[config.mk]
export PLATFORM = sky130hd
export DESIGN_NAME = io_out_controller
export DESIGN_NICKNAME = d
export VERILOG_FILES = /design/src/rtl/io_ctrl_pkg.sv /design/src/rtl/io_out_fifo.sv /design/src/rtl/io_out_controller.sv
export SDC_FILE = /design/constraint.sdc
export NUM_CORES = 1
export LEC_CHECK = 0
export CAP_MARGIN = 20
export CORE_AREA = 2 2 107 109
export CTS_CLUSTER_SIZE = 16
export DETAILED_ROUTE_END_ITERATION = 10
export DIE_AREA = 0 0 109 111
export GPL_TIMING_DRIVEN = 1
export PLACE_DENSITY = 0.76
export SETUP_SLACK_MARGIN = 0.5
export SLEW_MARGIN = 20
export SYNTH_ARGS = -nofsm -noshare
export SYNTH_HDL_FRONTEND = slang
export SYNTH_HIERARCHICAL = 1
export SYNTH_SLANG_ARGS = --single-unit
export TNS_END_PERCENT = 50
[constraint.sdc]
create_clock -name clock -period 4.2 [get_ports clock]
set_input_delay 0.42 -clock clock [delete_from_list [all_inputs] [get_ports clock]]
set_output_delay 0.42 -clock clock [all_outputs]
set_load 0.02 [all_outputs]
[src/rtl/io_ctrl_pkg.sv]
// Shared types and default parameters for the CPU output-phase controller.
package io_ctrl_pkg;

    typedef enum logic [2:0] {
        IDLE,
        DELAY,
        RUN,
        DRAIN,
        DONE
    } io_state_t;

    localparam int DEF_WIDTH       = 24;
    localparam int DEF_DEPTH       = 4;
    localparam int DEF_START_DELAY = 30;
    localparam int DEF_OUT_COUNT   = 4;

endpackage

[src/rtl/io_out_fifo.sv]
// First-word-fall-through FIFO with wrap-bit pointers; a push into a full FIFO
// is accepted when a pop happens in the same cycle.
module io_out_fifo
    import io_ctrl_pkg::*;
#(
    parameter int WIDTH = DEF_WIDTH,
    parameter int DEPTH = DEF_DEPTH
) (
    input  logic             clock,
    input  logic             reset,
    input  logic             push,
    input  logic [WIDTH-1:0] pushData,
    input  logic             pop,
    input  logic             flush,
    output logic             full,
    output logic             empty,
    output logic [WIDTH-1:0] headData
);

    localparam int AW = $clog2(DEPTH);
    localparam int PW = AW + 1;

    logic [PW-1:0]    wr_ptr_q, wr_ptr_d;
    logic [PW-1:0]    rd_ptr_q, rd_ptr_d;
    logic [WIDTH-1:0] mem_q [DEPTH];
    logic [WIDTH-1:0] mem_d [DEPTH];
    logic             do_push;
    logic             do_pop;

    assign empty    = (wr_ptr_q == rd_ptr_q);
    assign full     = (wr_ptr_q[AW] != rd_ptr_q[AW]) &&
                      (wr_ptr_q[AW-1:0] == rd_ptr_q[AW-1:0]);
    assign do_pop   = pop && !empty;
    assign do_push  = push && (!full || do_pop);
    assign headData = mem_q[rd_ptr_q[AW-1:0]];

    always_comb begin
        wr_ptr_d = wr_ptr_q;
        rd_ptr_d = rd_ptr_q;
        mem_d    = mem_q;
        if (flush) begin
            wr_ptr_d = '0;
            rd_ptr_d = '0;
        end else begin
            if (do_push) begin
                mem_d[wr_ptr_q[AW-1:0]] = pushData;
                wr_ptr_d                = wr_ptr_q + PW'(1);
            end
            if (do_pop) begin
                rd_ptr_d = rd_ptr_q + PW'(1);
            end
        end
    end

    // Storage is cleared on reset so the head reads zero out of reset.
    always_ff @(posedge clock or negedge reset) begin
        if (!reset) begin
            wr_ptr_q <= '0;
            rd_ptr_q <= '0;
            for (int i = 0; i < DEPTH; i++) begin
                mem_q[i] <= '0;
            end
        end else begin
            wr_ptr_q <= wr_ptr_d;
            rd_ptr_q <= rd_ptr_d;
            mem_q    <= mem_d;
        end
    end

endmodule

[src/rtl/io_out_controller.sv]
// Sequences the CPU output phase: start delay, startIO enable, capture of CPU
// words into a FIFO drained over valid/ready, and completion after OUT_COUNT words.
module io_out_controller
    import io_ctrl_pkg::*;
#(
    parameter int WIDTH       = DEF_WIDTH,
    parameter int DEPTH       = DEF_DEPTH,
    parameter int START_DELAY = DEF_START_DELAY,
    parameter int OUT_COUNT   = DEF_OUT_COUNT
) (
    input  logic                             clock,
    input  logic                             reset,
    input  logic                             enable,
    input  logic                             cpuOutFlag,
    input  logic [WIDTH-1:0]                 cpuOut,
    output logic                             startIO,
    output logic                             outValid,
    output logic [WIDTH-1:0]                 outData,
    input  logic                             outReady,
    output logic                             busy,
    output logic                             done,
    output logic                             overflow,
    output logic [$clog2(OUT_COUNT+1)-1:0]   captured
);

    localparam int CW = $clog2(OUT_COUNT + 1);
    localparam int DW = (START_DELAY > 1) ? $clog2(START_DELAY) : 1;
    localparam logic [DW-1:0] DLY_LAST = DW'((START_DELAY > 0) ? START_DELAY - 1 : 0);

    io_state_t     state_q, state_d;
    logic [DW-1:0] dly_cnt_q, dly_cnt_d;
    logic [CW-1:0] cap_q, cap_d;
    logic          ovf_q, ovf_d;
    logic          start_io_q, start_io_d;

    logic fifo_push, fifo_flush, fifo_full, fifo_empty, pop_fire;

    assign pop_fire = !fifo_empty && outReady;

    io_out_fifo #(
        .WIDTH(WIDTH),
        .DEPTH(DEPTH)
    ) u_fifo (
        .clock   (clock),
        .reset   (reset),
        .push    (fifo_push),
        .pushData(cpuOut),
        .pop     (outReady),
        .flush   (fifo_flush),
        .full    (fifo_full),
        .empty   (fifo_empty),
        .headData(outData)
    );

    always_comb begin
        state_d    = state_q;
        dly_cnt_d  = dly_cnt_q;
        cap_d      = cap_q;
        ovf_d      = ovf_q;
        fifo_push  = 1'b0;
        fifo_flush = 1'b0;
        // Dropping enable leaves startIO low on the very next cycle.
        start_io_d = (state_q == RUN) && enable;

        case (state_q)
            IDLE: begin
                if (enable) begin
                    cap_d     = '0;
                    ovf_d     = 1'b0;
                    dly_cnt_d = '0;
                    state_d   = (START_DELAY > 0) ? DELAY : RUN;
                end
            end
            DELAY: begin
                if (!enable) begin
                    state_d    = IDLE;
                    fifo_flush = 1'b1;
                end else if (dly_cnt_q == DLY_LAST) begin
                    state_d = RUN;
                end else begin
                    dly_cnt_d = dly_cnt_q + DW'(1);
                end
            end
            RUN: begin
                if (!enable) begin
                    state_d    = IDLE;
                    fifo_flush = 1'b1;
                end else if (cpuOutFlag) begin
                    cap_d     = cap_q + CW'(1);
                    fifo_push = 1'b1;
                    if (fifo_full && !pop_fire) begin
                        ovf_d = 1'b1;
                    end
                    if (cap_d == CW'(OUT_COUNT)) begin
                        state_d = DRAIN;
                    end
                end
            end
            DRAIN: begin
                if (!enable) begin
                    state_d    = IDLE;
                    fifo_flush = 1'b1;
                end else if (fifo_empty) begin
                    state_d = DONE;
                end
            end
            DONE: begin
                if (!enable) begin
                    state_d = IDLE;
                end
            end
            default: state_d = IDLE;
        endcase
    end

    always_ff @(posedge clock or negedge reset) begin
        if (!reset) begin
            state_q    <= IDLE;
            dly_cnt_q  <= '0;
            cap_q      <= '0;
            ovf_q      <= 1'b0;
            start_io_q <= 1'b0;
        end else begin
            state_q    <= state_d;
            dly_cnt_q  <= dly_cnt_d;
            cap_q      <= cap_d;
            ovf_q      <= ovf_d;
            start_io_q <= start_io_d;
        end
    end

    assign startIO  = start_io_q;
    assign outValid = !fifo_empty;
    assign busy     = (state_q == DELAY) || (state_q == RUN) || (state_q == DRAIN);
    assign done     = (state_q == DONE);
    assign overflow = ovf_q;
    assign captured = cap_q;

endmodule

==> flow_summary.yaml <==
global_routing:
  busiest_layer: "met2"
  grt_max_degree: 72
  grt_use_met2_pct: 31.2
  grt_pass1_vias: 3568
  antenna_found_initial: 0
  grt_overflow: 0
  grt_pass1_wl_mm: 18.8
  met1_usage_pct: 29.0
  gr-usage-all-layers_pct: 20.6
  use_met3_pct: 5.47
placed_design:
  port_buffers: 60
  hpwl_mm: 6.90
  gp_congestion: 0.798
layout:
  layout-drive-gt1-share_pct: 39.9
  post-route-util_pct: 64.4
  n_antenna_cell: 0
  multi_input_area_mm2: 0.00284
  ff_latch_area_mm2: 0.00288
  area_growth_pct: 21.0
  nFillCells: 774
  nets: 474
clock_network:
  cts.repair.resized: 0
  clock_latency_ns: 0.41
  cts_tree: "built"
  h-tree-depth: 4
  cts_made_buffers: 17
  root_buffer: "clkbuf_16"
  clock_sinks: 115
  postCtsSetupRepairBufs: 0
  cts.clk_slew.worst_paths_ns: 0.05
  clock_tree.buffer_depth: 2
  ctsHoldBuffers: 0
drt:
  wl_mm: 11.4
  vias: 3302
  drc: 0
  dr.pass1.iters: 4
  vias_per_cell: 5.58
  ant_nets: 0
  drt_iter0_drc: 147
  drt-wirelength-per-cell_um: 19.2
sta:
  relSlewSlack_pct: 23.8
  setup-violations-final: 0
  slew_viol_final: 0
  fmax_ghz: 0.316
  min_period_ns: 3.17
  worst_pin_slew_ns: 1.14
  finClkSkew_ns: 0.00888
  setup_tns_ns: 0
  rsz0062_at_grt: "no"
  fin_crit_sh_pct: 75.4
  hold_viol: 0
worst_setup_path:
  critical_path_arrival_ns: 2.75
  endpoint_kind: "output port"
  worstSetupPathType: "reg2out"
  startpoint_type: "flip-flop"
  reg2reg_from: "u_fifo/rd_ptr_q[1]$_DFFE_PN0P_"
  critical_path_required_ns: 3.78
  cp_max_fo: 21
  reg2regPathDepth: 4
  critPathLaunch: "u_fifo/rd_ptr_q[1]$_DFFE_PN0P_"
synthesis:
  synth.distinct_cells: 53
  synth_edf_count: 0
  ys.warnings.count: 6
  synth_top_flop_cell: "dfrtp_1"
  seq_area_frac_synth_pct: 48.8
  synth_seq_cells: 115
  avgSynthCellArea_um2: 15.9
  synth_area_leader_cell: "dfrtp_1"
  synthTopCellsByArea: "dfrtp_1, mux2_4, mux4_2"
  synth_common_cells: "dfrtp_1, mux2_4, mux4_2, mux2_2"
  netlist.area_leader.share_pct: 48.8
  synth_nets: 408
  netlist_area_mm2: 0.00589
  async_flop_share_pct: 100
  yosys.cell_count.top_type: "dfrtp_1"
  synthCells: 370
power_and_ir_drop:
  power.density_mw_per_mm2: 420
  p_leak_nw: 3.50
  finalPower_w: 0.00300
  irDropWorstVdd_mv: 0.243
floorplan:
  ios: 61
  start_util_pct: 53.2
  core_mm2: 0.0111
  fp-row-count: 39
  dieArea_mm2: 0.0121
  die_y_um: 111
  die_w_um: 109
run_status:
  run_status: "finished clean"
worst_hold_path:
  min_path_type: "in2async"
run:
  drv_cap: 0
-- layer usage --
| metal | vias to the layer above | share of wire (%) |
|---|---|---|
| li1 | 1516 | - |
| met1 | 1726 | 47 |
| met2 | 49 | 48 |
| met3 | 11 | 3.2 |
| met4 | 0 | 1.2 |
| met5 | - | 0 |
-- cell usage in the layout, fill, tap and decap left out, types with 4 or more instances in the layout --
| master | count |
|---|---|
| o21ai_0 | 4 |
| nand2_1 | 6 |
| a22o_1 | 4 |
| mux2_4 | 80 |
| nand3_1 | 5 |
| inv_1 | 7 |
| buf_4 | 8 |
| mux4_2 | 24 |
| nor2b_1 | 5 |
| dfrtp_1 | 114 |
| clkbuf_16 | 17 |
| nand2b_1 | 8 |
| ha_1 | 9 |
| nor2_1 | 9 |
| clkinv_4 | 4 |
| clkdlybuf4s50_1 | 59 |
| a21oi_1 | 5 |
| clkinv_2 | 4 |
| mux2_2 | 19 |
| o41ai_4 | 4 |
-- report_power, final --
| part | switching, W | leakage [nW] | internal [W] |
|---|---|---|---|
| sequential | 0.000127 | 1.59 | 0.00114 |
| combinational | 0.000182 | 1.63 | 0.000208 |
| clock | 0.000528 | 0.270 | 0.000816 |
| total | 0.000837 | 3.50 | 0.00216 |
-- flip-flops by register name (all words and copies together) (netlist names) --
register / count
dly_cnt_q: 5
u_fifo/rd_ptr_q: 3
state_q: 3
u_fifo/mem_q: 96
startIO: 1
u_fifo/wr_ptr_q: 3
overflow: 1
captured: 3
-- area by class of cell --
| cell class | instances | area share [%] |
|---|---|---|
| clock buffer | 17 | 5.97 |
| inverter | 7 | 0.369 |
| tap | 143 | 2.51 |
| multi-input combinational | 228 | 39.8 |
| sequential | 115 | 40.4 |
| timing repair buffer | 67 | 9.13 |
| clock inverter | 15 | 1.88 |
-- logic make-up (layout without fill, tap and decap cells) --
family | after synthesis | count (layout) | share of synthesized area [%]
fa+ha+maj | 9 | 9 | 1.91
compound gates | 32 | 32 | 5.44
buf+inv | 27 | 106 | 3.04
mux | 125 | 125 | 33.5
xor+xnor | 7 | 7 | 1.42
flops | 115 | 115 | 48.8
simple gates | 55 | 55 | 5.82
-- path summary, 6_finish.rpt --
path	endpoint	slack, ns
setup / recovery	outData[12]	1.03
hold / removal	u_fifo/wr_ptr_q[0]$_DFFE_PN0P_	0.13
setup reg to reg	u_fifo/mem_q[25]$_DFFE_PN0P_	1.32
hold reg to reg	u_fifo/mem_q[47]$_DFFE_PN0P_	0.50
max in group asynchronous	u_fifo/mem_q[9]$_DFFE_PN0P_	2.97
min in group clock	u_fifo/mem_q[47]$_DFFE_PN0P_	0.50
-- stage by stage --
stage | instance area [um^2] | instances | hold WS (ns) | setup slack [ns]
finish | 7130 | 592 | 0.132 | 1.03
global route | 7130 | 592 | 0.221 | 0.966
CTS | 7130 | 592 | 0.179 | 1.06
detailed placement | 6570 | 560 | 0.489 | 1.35
global placement | 6570 | 560 | 0.482 | 1.40
floorplan | 5890 | 370 | 0.124 | 2.10
-- worst max-delay path: stages, from the launching register on --
cell and delay [ns]:
dfrtp_1 1.10, buf_4 0.34, mux4_2 0.32, clkdlybuf4s50_1 0.58
Power figures use the tool's default switching activity.
